## config.mk

```make
export PLATFORM = sky130hd
export DESIGN_NAME = key_param_ctrl
export DESIGN_NICKNAME = d
export VERILOG_FILES = /design/src/rtl/key_param_pkg.sv /design/src/rtl/key_debounce.sv /design/src/rtl/key_param_ctrl.sv
export SDC_FILE = /design/constraint.sdc
export NUM_CORES = 1
export LEC_CHECK = 0
export ABC_AREA = 1
export CORE_UTILIZATION = 55
export CTS_BUF_LIST = sky130_fd_sc_hd__clkbuf_4
export DETAILED_ROUTE_END_ITERATION = 10
export GPL_TIMING_DRIVEN = 1
export MAX_ROUTING_LAYER = met4
export PLACE_DENSITY_LB_ADDON = 0.3
export SLEW_MARGIN = 25
export SYNTH_ARGS = -nofsm -noshare
export SYNTH_HDL_FRONTEND = slang
export SYNTH_HIERARCHICAL = 1
export SYNTH_SLANG_ARGS = --single-unit
export TNS_END_PERCENT = 10
```

## constraint.sdc

```tcl
create_clock -name clk -period 2.5 [get_ports clk]
set_input_delay 0.625 -clock clk [delete_from_list [all_inputs] [get_ports clk]]
set_output_delay 0.625 -clock clk [all_outputs]
set_load 0.05 [all_outputs]
```

## src/rtl/key_param_pkg.sv

```systemverilog
// key_param_pkg: shared types, parameter tables and helpers for key_param_ctrl.
//   NUM_PARAM      number of adjustable parameters
//   PARAM_MIN/MAX  inclusive value range per parameter index
//   PARAM_RST      value loaded at reset and broadcast during initialisation
//   state_e        controller FSM states
//   step_value     wrap-around increment/decrement of one parameter
package key_param_pkg;

   localparam int unsigned NUM_PARAM = 4;
   localparam int unsigned PARAM_W   = 5;
   localparam int unsigned IDX_W     = 2;

   typedef logic [PARAM_W-1:0] param_t;
   typedef logic [IDX_W-1:0]   idx_t;

   typedef enum logic [1:0] {
      S_INIT,
      S_IDLE,
      S_SEND
   } state_e;

   // Packed tables, listed idx3 down to idx0.
   localparam param_t [NUM_PARAM-1:0] PARAM_MIN = {5'd10, 5'd1,  5'd0,  5'd10};
   localparam param_t [NUM_PARAM-1:0] PARAM_MAX = {5'd20, 5'd16, 5'd31, 5'd20};
   localparam param_t [NUM_PARAM-1:0] PARAM_RST = {5'd15, 5'd1,  5'd0,  5'd10};

   // Up wraps MAX->MIN, down wraps MIN->MAX.
   function automatic param_t step_value(input idx_t idx, input param_t val, input logic up);
      param_t res;
      if (up) begin
         res = (val == PARAM_MAX[idx]) ? PARAM_MIN[idx] : param_t'(val + 1'b1);
      end else begin
         res = (val == PARAM_MIN[idx]) ? PARAM_MAX[idx] : param_t'(val - 1'b1);
      end
      return res;
   endfunction

endpackage

```

## src/rtl/key_debounce.sv

```systemverilog
// key_debounce: one active-low key -> 2-FF synchronizer -> debouncer -> press event.
//   clk, rst_n   clock, asynchronous active-low reset
//   key_n        raw asynchronous key, pressed = 0
//   key_evt      one-cycle pulse per accepted press (plus auto-repeat pulses)
// Optional feature macro: KEY_PARAM_AUTO_REPEAT_EN. When defined, a key held debounced-low
// for HOLD_CYCLES emits a repeat pulse, then one every REP_CYCLES until release; REP_EN=0
// disables repeat for this instance. When undefined, the hold/repeat counters are not built.
module key_debounce #(
   parameter int unsigned DEB_CYCLES  = 1000000,
   parameter int unsigned HOLD_CYCLES = 25000000,
   parameter int unsigned REP_CYCLES  = 5000000,
   parameter bit          REP_EN      = 1'b1
) (
   input  logic clk,
   input  logic rst_n,
   input  logic key_n,
   output logic key_evt
);

   localparam int unsigned DEB_W = (DEB_CYCLES > 1) ? $clog2(DEB_CYCLES) : 1;
   localparam logic [DEB_W-1:0] DEB_LAST = DEB_W'(DEB_CYCLES - 1);

   logic [1:0]       sync_q, sync_d;
   logic             deb_q, deb_d;
   logic [DEB_W-1:0] deb_cnt_q, deb_cnt_d;
   logic             evt_q, evt_d;
   logic             rpt_fire;

   always_comb begin
      sync_d    = {sync_q[0], key_n};
      deb_d     = deb_q;
      deb_cnt_d = '0;
      // Count consecutive samples that differ from the accepted level; any agreeing
      // sample restarts the count.
      if (sync_q[1] != deb_q) begin
         if (deb_cnt_q == DEB_LAST) begin
            deb_d = sync_q[1];
         end else begin
            deb_cnt_d = deb_cnt_q + 1'b1;
         end
      end
      evt_d = (deb_q & ~deb_d) | rpt_fire;
   end

   always_ff @(posedge clk or negedge rst_n) begin
      if (!rst_n) begin
         sync_q    <= 2'b11;
         deb_q     <= 1'b1;
         deb_cnt_q <= '0;
         evt_q     <= 1'b0;
      end else begin
         sync_q    <= sync_d;
         deb_q     <= deb_d;
         deb_cnt_q <= deb_cnt_d;
         evt_q     <= evt_d;
      end
   end

`ifdef KEY_PARAM_AUTO_REPEAT_EN
   localparam int unsigned RPT_MAX = (HOLD_CYCLES > REP_CYCLES) ? HOLD_CYCLES : REP_CYCLES;
   localparam int unsigned RPT_W   = (RPT_MAX > 1) ? $clog2(RPT_MAX) : 1;
   localparam logic [RPT_W-1:0] HOLD_LAST = RPT_W'(HOLD_CYCLES - 1);
   localparam logic [RPT_W-1:0] REP_LAST  = RPT_W'(REP_CYCLES - 1);

   logic [RPT_W-1:0] rpt_cnt_q, rpt_cnt_d;
   logic             rpt_run_q, rpt_run_d;

   // rpt_run_q selects the period: first the hold delay, then the repeat period.
   always_comb begin
      rpt_cnt_d = '0;
      rpt_run_d = 1'b0;
      rpt_fire  = 1'b0;
      if (REP_EN && !deb_q) begin
         rpt_run_d = rpt_run_q;
         if (rpt_cnt_q == (rpt_run_q ? REP_LAST : HOLD_LAST)) begin
            rpt_fire  = 1'b1;
            rpt_run_d = 1'b1;
         end else begin
            rpt_cnt_d = rpt_cnt_q + 1'b1;
         end
      end
   end

   always_ff @(posedge clk or negedge rst_n) begin
      if (!rst_n) begin
         rpt_cnt_q <= '0;
         rpt_run_q <= 1'b0;
      end else begin
         rpt_cnt_q <= rpt_cnt_d;
         rpt_run_q <= rpt_run_d;
      end
   end
`else
   logic unused_rpt_cfg;
   assign unused_rpt_cfg = ^{HOLD_CYCLES, REP_CYCLES, REP_EN};
   assign rpt_fire       = 1'b0;
`endif

   assign key_evt = evt_q;

endmodule

```

## src/rtl/key_param_ctrl.sv

```systemverilog
// key_param_ctrl: three-key editor for four 5-bit parameters with a valid/ready cfg output.
//   clk, rst_n                 clock, asynchronous active-low reset
//   key_up, key_dn, key_sel    raw active-low keys
//   cfg_ready                  downstream accepts the pending cfg word
//   cfg_valid/addr/data        pending cfg word (index, value)
//   sel_idx, cur_value         selected parameter and its current value
//   busy                       FSM not idle
// After reset every parameter is broadcast once with its reset value. An up/down event in
// idle steps the selected parameter and sends it; events outside idle are dropped.
// Optional feature macro: KEY_PARAM_AUTO_REPEAT_EN (auto-repeat on held up/down keys).
module key_param_ctrl
   import key_param_pkg::*;
#(
   parameter int unsigned DEB_CYCLES  = 1000000,
   parameter int unsigned HOLD_CYCLES = 25000000,
   parameter int unsigned REP_CYCLES  = 5000000
) (
   input  logic         clk,
   input  logic         rst_n,
   input  logic         key_up,
   input  logic         key_dn,
   input  logic         key_sel,
   input  logic         cfg_ready,
   output logic         cfg_valid,
   output logic [1:0]   cfg_addr,
   output logic [4:0]   cfg_data,
   output logic [1:0]   sel_idx,
   output logic [4:0]   cur_value,
   output logic         busy
);

   logic up_evt, dn_evt, sel_evt;

   key_debounce #(
      .DEB_CYCLES  (DEB_CYCLES),
      .HOLD_CYCLES (HOLD_CYCLES),
      .REP_CYCLES  (REP_CYCLES),
      .REP_EN      (1'b1)
   ) u_deb_up (
      .clk     (clk),
      .rst_n   (rst_n),
      .key_n   (key_up),
      .key_evt (up_evt)
   );

   key_debounce #(
      .DEB_CYCLES  (DEB_CYCLES),
      .HOLD_CYCLES (HOLD_CYCLES),
      .REP_CYCLES  (REP_CYCLES),
      .REP_EN      (1'b1)
   ) u_deb_dn (
      .clk     (clk),
      .rst_n   (rst_n),
      .key_n   (key_dn),
      .key_evt (dn_evt)
   );

   key_debounce #(
      .DEB_CYCLES  (DEB_CYCLES),
      .HOLD_CYCLES (HOLD_CYCLES),
      .REP_CYCLES  (REP_CYCLES),
      .REP_EN      (1'b0)
   ) u_deb_sel (
      .clk     (clk),
      .rst_n   (rst_n),
      .key_n   (key_sel),
      .key_evt (sel_evt)
   );

   state_e                      state_q, state_d;
   param_t [NUM_PARAM-1:0]      params_q, params_d;
   idx_t                        sel_q, sel_d;
   logic                        cfg_valid_q, cfg_valid_d;
   idx_t                        cfg_addr_q, cfg_addr_d;
   param_t                      cfg_data_q, cfg_data_d;

   always_ff @(posedge clk or negedge rst_n) begin
      if (!rst_n) begin
         state_q     <= S_INIT;
         params_q    <= PARAM_RST;
         sel_q       <= '0;
         cfg_valid_q <= 1'b0;
         cfg_addr_q  <= '0;
         cfg_data_q  <= '0;
      end else begin
         state_q     <= state_d;
         params_q    <= params_d;
         sel_q       <= sel_d;
         cfg_valid_q <= cfg_valid_d;
         cfg_addr_q  <= cfg_addr_d;
         cfg_data_q  <= cfg_data_d;
      end
   end

   always_comb begin
      logic   step_up, step_dn;
      idx_t   init_nxt;
      param_t new_val;

      state_d     = state_q;
      params_d    = params_q;
      sel_d       = sel_q;
      cfg_valid_d = cfg_valid_q;
      cfg_addr_d  = cfg_addr_q;
      cfg_data_d  = cfg_data_q;
      // Simultaneous up and down cancel each other.
      step_up     = up_evt & ~dn_evt;
      step_dn     = dn_evt & ~up_evt;
      init_nxt    = cfg_addr_q + 1'b1;
      new_val     = step_value(sel_q, params_q[sel_q], step_up);

      unique case (state_q)
         // cfg_addr doubles as the broadcast index; it is 0 out of reset.
         S_INIT: begin
            if (!cfg_valid_q) begin
               cfg_valid_d = 1'b1;
               cfg_data_d  = PARAM_RST[cfg_addr_q];
            end else if (cfg_ready) begin
               if (cfg_addr_q == idx_t'(NUM_PARAM - 1)) begin
                  cfg_valid_d = 1'b0;
                  state_d     = S_IDLE;
               end else begin
                  cfg_addr_d = init_nxt;
                  cfg_data_d = PARAM_RST[init_nxt];
               end
            end
         end
         S_IDLE: begin
            if (sel_evt) begin
               sel_d = sel_q + 1'b1;
            end else if (step_up || step_dn) begin
               params_d[sel_q] = new_val;
               cfg_valid_d     = 1'b1;
               cfg_addr_d      = sel_q;
               cfg_data_d      = new_val;
               state_d         = S_SEND;
            end
         end
         S_SEND: begin
            if (cfg_ready) begin
               cfg_valid_d = 1'b0;
               state_d     = S_IDLE;
            end
         end
         default: begin
            state_d = S_INIT;
         end
      endcase
   end

   assign cfg_valid = cfg_valid_q;
   assign cfg_addr  = cfg_addr_q;
   assign cfg_data  = cfg_data_q;
   assign sel_idx   = sel_q;
   assign cur_value = params_q[sel_q];
   assign busy      = (state_q != S_IDLE);

endmodule

```

==> flow_metrics.env <==
export IMPL_initial_core_util_pct=57.4
export IMPL_ant_nets=0
export IMPL_regToRegSetupSlack_ps=360
export IMPL_chipHeight_um=109
export IMPL_setup_violations=0
export IMPL_synth_compound_area_share_pct=3.64
export IMPL_antenna_found_initial=0
export IMPL_slew_violations=0
export IMPL_crit_cells=1
export IMPL_finalWorstSetupSlack_ps=146
export IMPL_worstPathRequired_ps=1880
export IMPL_hold_path_class="input port to async pin"
export IMPL_pre_cts_slack_ps=334
export IMPL_cp_cell_sequence="clkdlybuf4s50_1"
export IMPL_worstPathBufferInverterCount=1
export IMPL_powerDensity_nw_per_um2=499
export IMPL_crit_path_end_kind="primary output"
export IMPL_drive_above_1_share_pct=16.1
export IMPL_crit_reg2reg_launch="state_q[1]$_DFFE_PN0P_"
export IMPL_rr_endpoint="cfg_data[1]$_DFFE_PN0P_"
export IMPL_synth_top_cell_area_share_pct=34.8
export IMPL_placed_cells=980
export IMPL_clk_path_buf_depth=2
export IMPL_layoutNonFillerInstCount=996
export IMPL_via_per_inst=5.34
export IMPL_die_w_um=109
export IMPL_synth_area_per_cell_um2=7.73
export IMPL_top_level_ports=22
export IMPL_drc=0
export IMPL_drv_cap=0
export IMPL_fin_tns_setup_ps=0
export IMPL_ys_ff_latch=104
export IMPL_fin_crit_sh_pct=94.2
export IMPL_ys_types=33
export IMPL_crit_slowest_cell="clkdlybuf4s50_1"
export IMPL_row_count=38
export IMPL_vias=5316
export IMPL_muxShareOfSynthArea_pct=0.474
export IMPL_tightest_slew_ps=534
export IMPL_power_mw=3.44
export IMPL_final_core_util_pct=62.5
export IMPL_crit_fanout=2
export IMPL_grt_pass1_wl_mm=23.5
export IMPL_yosysSeqAreaShare_pct=41.4
export IMPL_drt_first_pass_iters=5
export IMPL_cp_top_family="buffers and inverters"
export IMPL_antenna_cells=0
export IMPL_layout_min_cycle_time_ps=2350
export IMPL_status="completed"
export IMPL_clkLatencyLatePin_ps=480
export IMPL_synth_main_ff_cell="dfrtp_1"
export IMPL_first_iter_violations=278
export IMPL_synthesis_nets=841
export IMPL_irDropWorstVdd_uv=488
export IMPL_final_nets=873
export IMPL_rsz0062_at_grt="false"
export IMPL_dp_hpwl_mm=10.2
export IMPL_grt_max_degree=105
export IMPL_synth_top_family_by_area="simple AND/OR/NAND/NOR gates"
export IMPL_synthAdderAreaFrac_pct=3.16
export IMPL_synthCells=819
export IMPL_clk_pin_slew_worst_paths_ps=160
export IMPL_numCtsBuffers=9
export IMPL_fmax_ghz=0.425
export IMPL_crit_path_end="cfg_data[0]"
export IMPL_grt_pass1_vias=5130
export IMPL_crit_path_start_kind="flop"
export IMPL_cts_sinks=104
export IMPL_globalRouteTotalUtil_pct=26.3
export IMPL_synth_enable_flop_cells=0
export IMPL_synthToLayoutAreaGrowth_pct=8.94
export IMPL_yosys_area_share_xor_xnor_pct=5.06
export IMPL_synth_area_leaders="dfrtp_1, nand2_1, nor2_1"
export IMPL_syn_cell_area_um2=6330
export IMPL_relSlewSlack_pct=64.4
export IMPL_io_buffers=21
export IMPL_die_area_um2=11900
export IMPL_final_setup_skew_ps=15.8
export IMPL_crit_arrival_ps=1730
export IMPL_r2r_cells=8
export IMPL_core_um2=11000
export IMPL_synth_warnings=6
export IMPL_finalHoldViolCount=0
export IMPL_synthTopCellsByCount="nand2_1, nor2_1, nand3_1, dfrtp_1, inv_1"
export IMPL_wirelength_mm=13.5
export IMPL_critPathKind="flop to primary output"
export IMPL_htree_levels=3
export IMPL_cts_hold_buffers_added=0
export IMPL_crit_path_max_incr_delay_ps=820
export IMPL_synth_most_common_cell="nand2_1"
export IMPL_cts_tree="yes"
export IMPL_cp_startpoint="cfg_data[0]$_DFFE_PN0P_"
export IMPL_synth_simple_gate_area_share_pct=40.5
export IMPL_async_reset_ff_share_pct=100
export IMPL_post_cts_buffers=0
export IMPL_yosys_area_top_type="dfrtp_1"
export IMPL_wl_per_cell_um=13.6
export IMPL_leakage_nw=3.27
export IMPL_grt_overflow=0
export IMPL_place_congestion=0.901
export IMPL_root_buffer="clkbuf_4"
-- cells by family (layout without fill, tap and decap cells) --
logic type	Yosys count	in the layout
simple gates	530	530
xor+xnor	34	34
compound gates	40	40
fa+ha+maj	16	16
mux	3	3
buf+inv	92	129
flops	104	104
-- flip-flops by register name (all words and copies together) (netlist names), 5 cells and up --
| register | cells |
|---|---|
| params_q | 20 |
| u_deb_dn/deb_cnt_q | 20 |
| u_deb_sel/deb_cnt_q | 20 |
| u_deb_up/deb_cnt_q | 20 |
| cfg_data | 5 |
-- metrics by stage --
step                      cell area (um^2)  hold WS, ps
after floorplan                       6330          329
after global placement                6770          346
after detailed placement              6770          347
after CTS                             6890          164
after global routing                  6890          195
final                                 6890          190
-- placed cells by master, fill, tap and decap left out, types with 16 or more instances in the layout --
| master | synthesis | layout |
|---|---|---|
| a21oi_1 | 18 | 18 |
| dfrtp_1 | 88 | 87 |
| dfstp_2 | 16 | 16 |
| inv_1 | 75 | 75 |
| nand2_1 | 215 | 215 |
| nand2_2 | 22 | 22 |
| nand3_1 | 89 | 89 |
| nor2_1 | 120 | 120 |
| nor2_4 | 23 | 23 |
| xor2_1 | 21 | 21 |
-- power by group --
part           leakage [nW]  switching, mW  total, mW  internal [mW]
sequential             1.37         0.0862       1.85           1.76
clock                0.0632          0.575      0.794          0.219
combinational          1.83          0.526      0.796          0.270
total                  3.27           1.19       3.44           2.25
-- per-layer routing --
metal | up-vias | GRT usage (%) | routed length [um]
met3 | 25 | 4.66 | 536
met2 | 127 | 41.7 | 6480
li1 | 2662 | - | -
met1 | 2502 | 33.8 | 6260
met5 | - | - | 0
met4 | 0 | 9.52 | 255
-- worst min path at each step --
| stage | startpoint | endpoint | slack, ps | cells after the start |
|---|---|---|---|---|
| after floorplan | rst_n | cfg_addr[0]$_DFFE_PN0P_ | 330 | 0 |
| after global placement | u_deb_sel/sync_q[0]$_DFF_PN1_ | u_deb_sel/sync_q[1]$_DFF_PN1_ | 350 | 0 |
| after detailed placement | u_deb_dn/sync_q[0]$_DFF_PN1_ | u_deb_dn/sync_q[1]$_DFF_PN1_ | 350 | 0 |
| after CTS | rst_n | u_deb_up/deb_cnt_q[0]$_DFF_PN0_ | 160 | 2 |
| after global routing | rst_n | u_deb_sel/deb_cnt_q[12]$_DFF_PN0_ | 200 | 2 |
| final | rst_n | u_deb_up/deb_cnt_q[13]$_DFF_PN0_ | 190 | 2 |
-- cell type report --
| class | count | area, um^2 |
|---|---|---|
| fillers | 960 | 4140 |
| multi-input cells | 623 | 3350 |
| flip-flops and latches | 104 | 2620 |
| inverters | 87 | 327 |
| repair buffers | 26 | 302 |
| well taps | 140 | 175 |
| clock buffers | 10 | 75.1 |
| clock inverters | 6 | 42.5 |
-- repair_timing --
| action | 4_1_cts | 5_1_grt |
|---|---|---|
| resized for setup | 3 | 3 |
| gates cloned | 0 | 0 |
| endpoints found under the setup margin | 3 | 5 |
| pin swaps | 0 | 0 |
(Power assumes the default switching activity.)
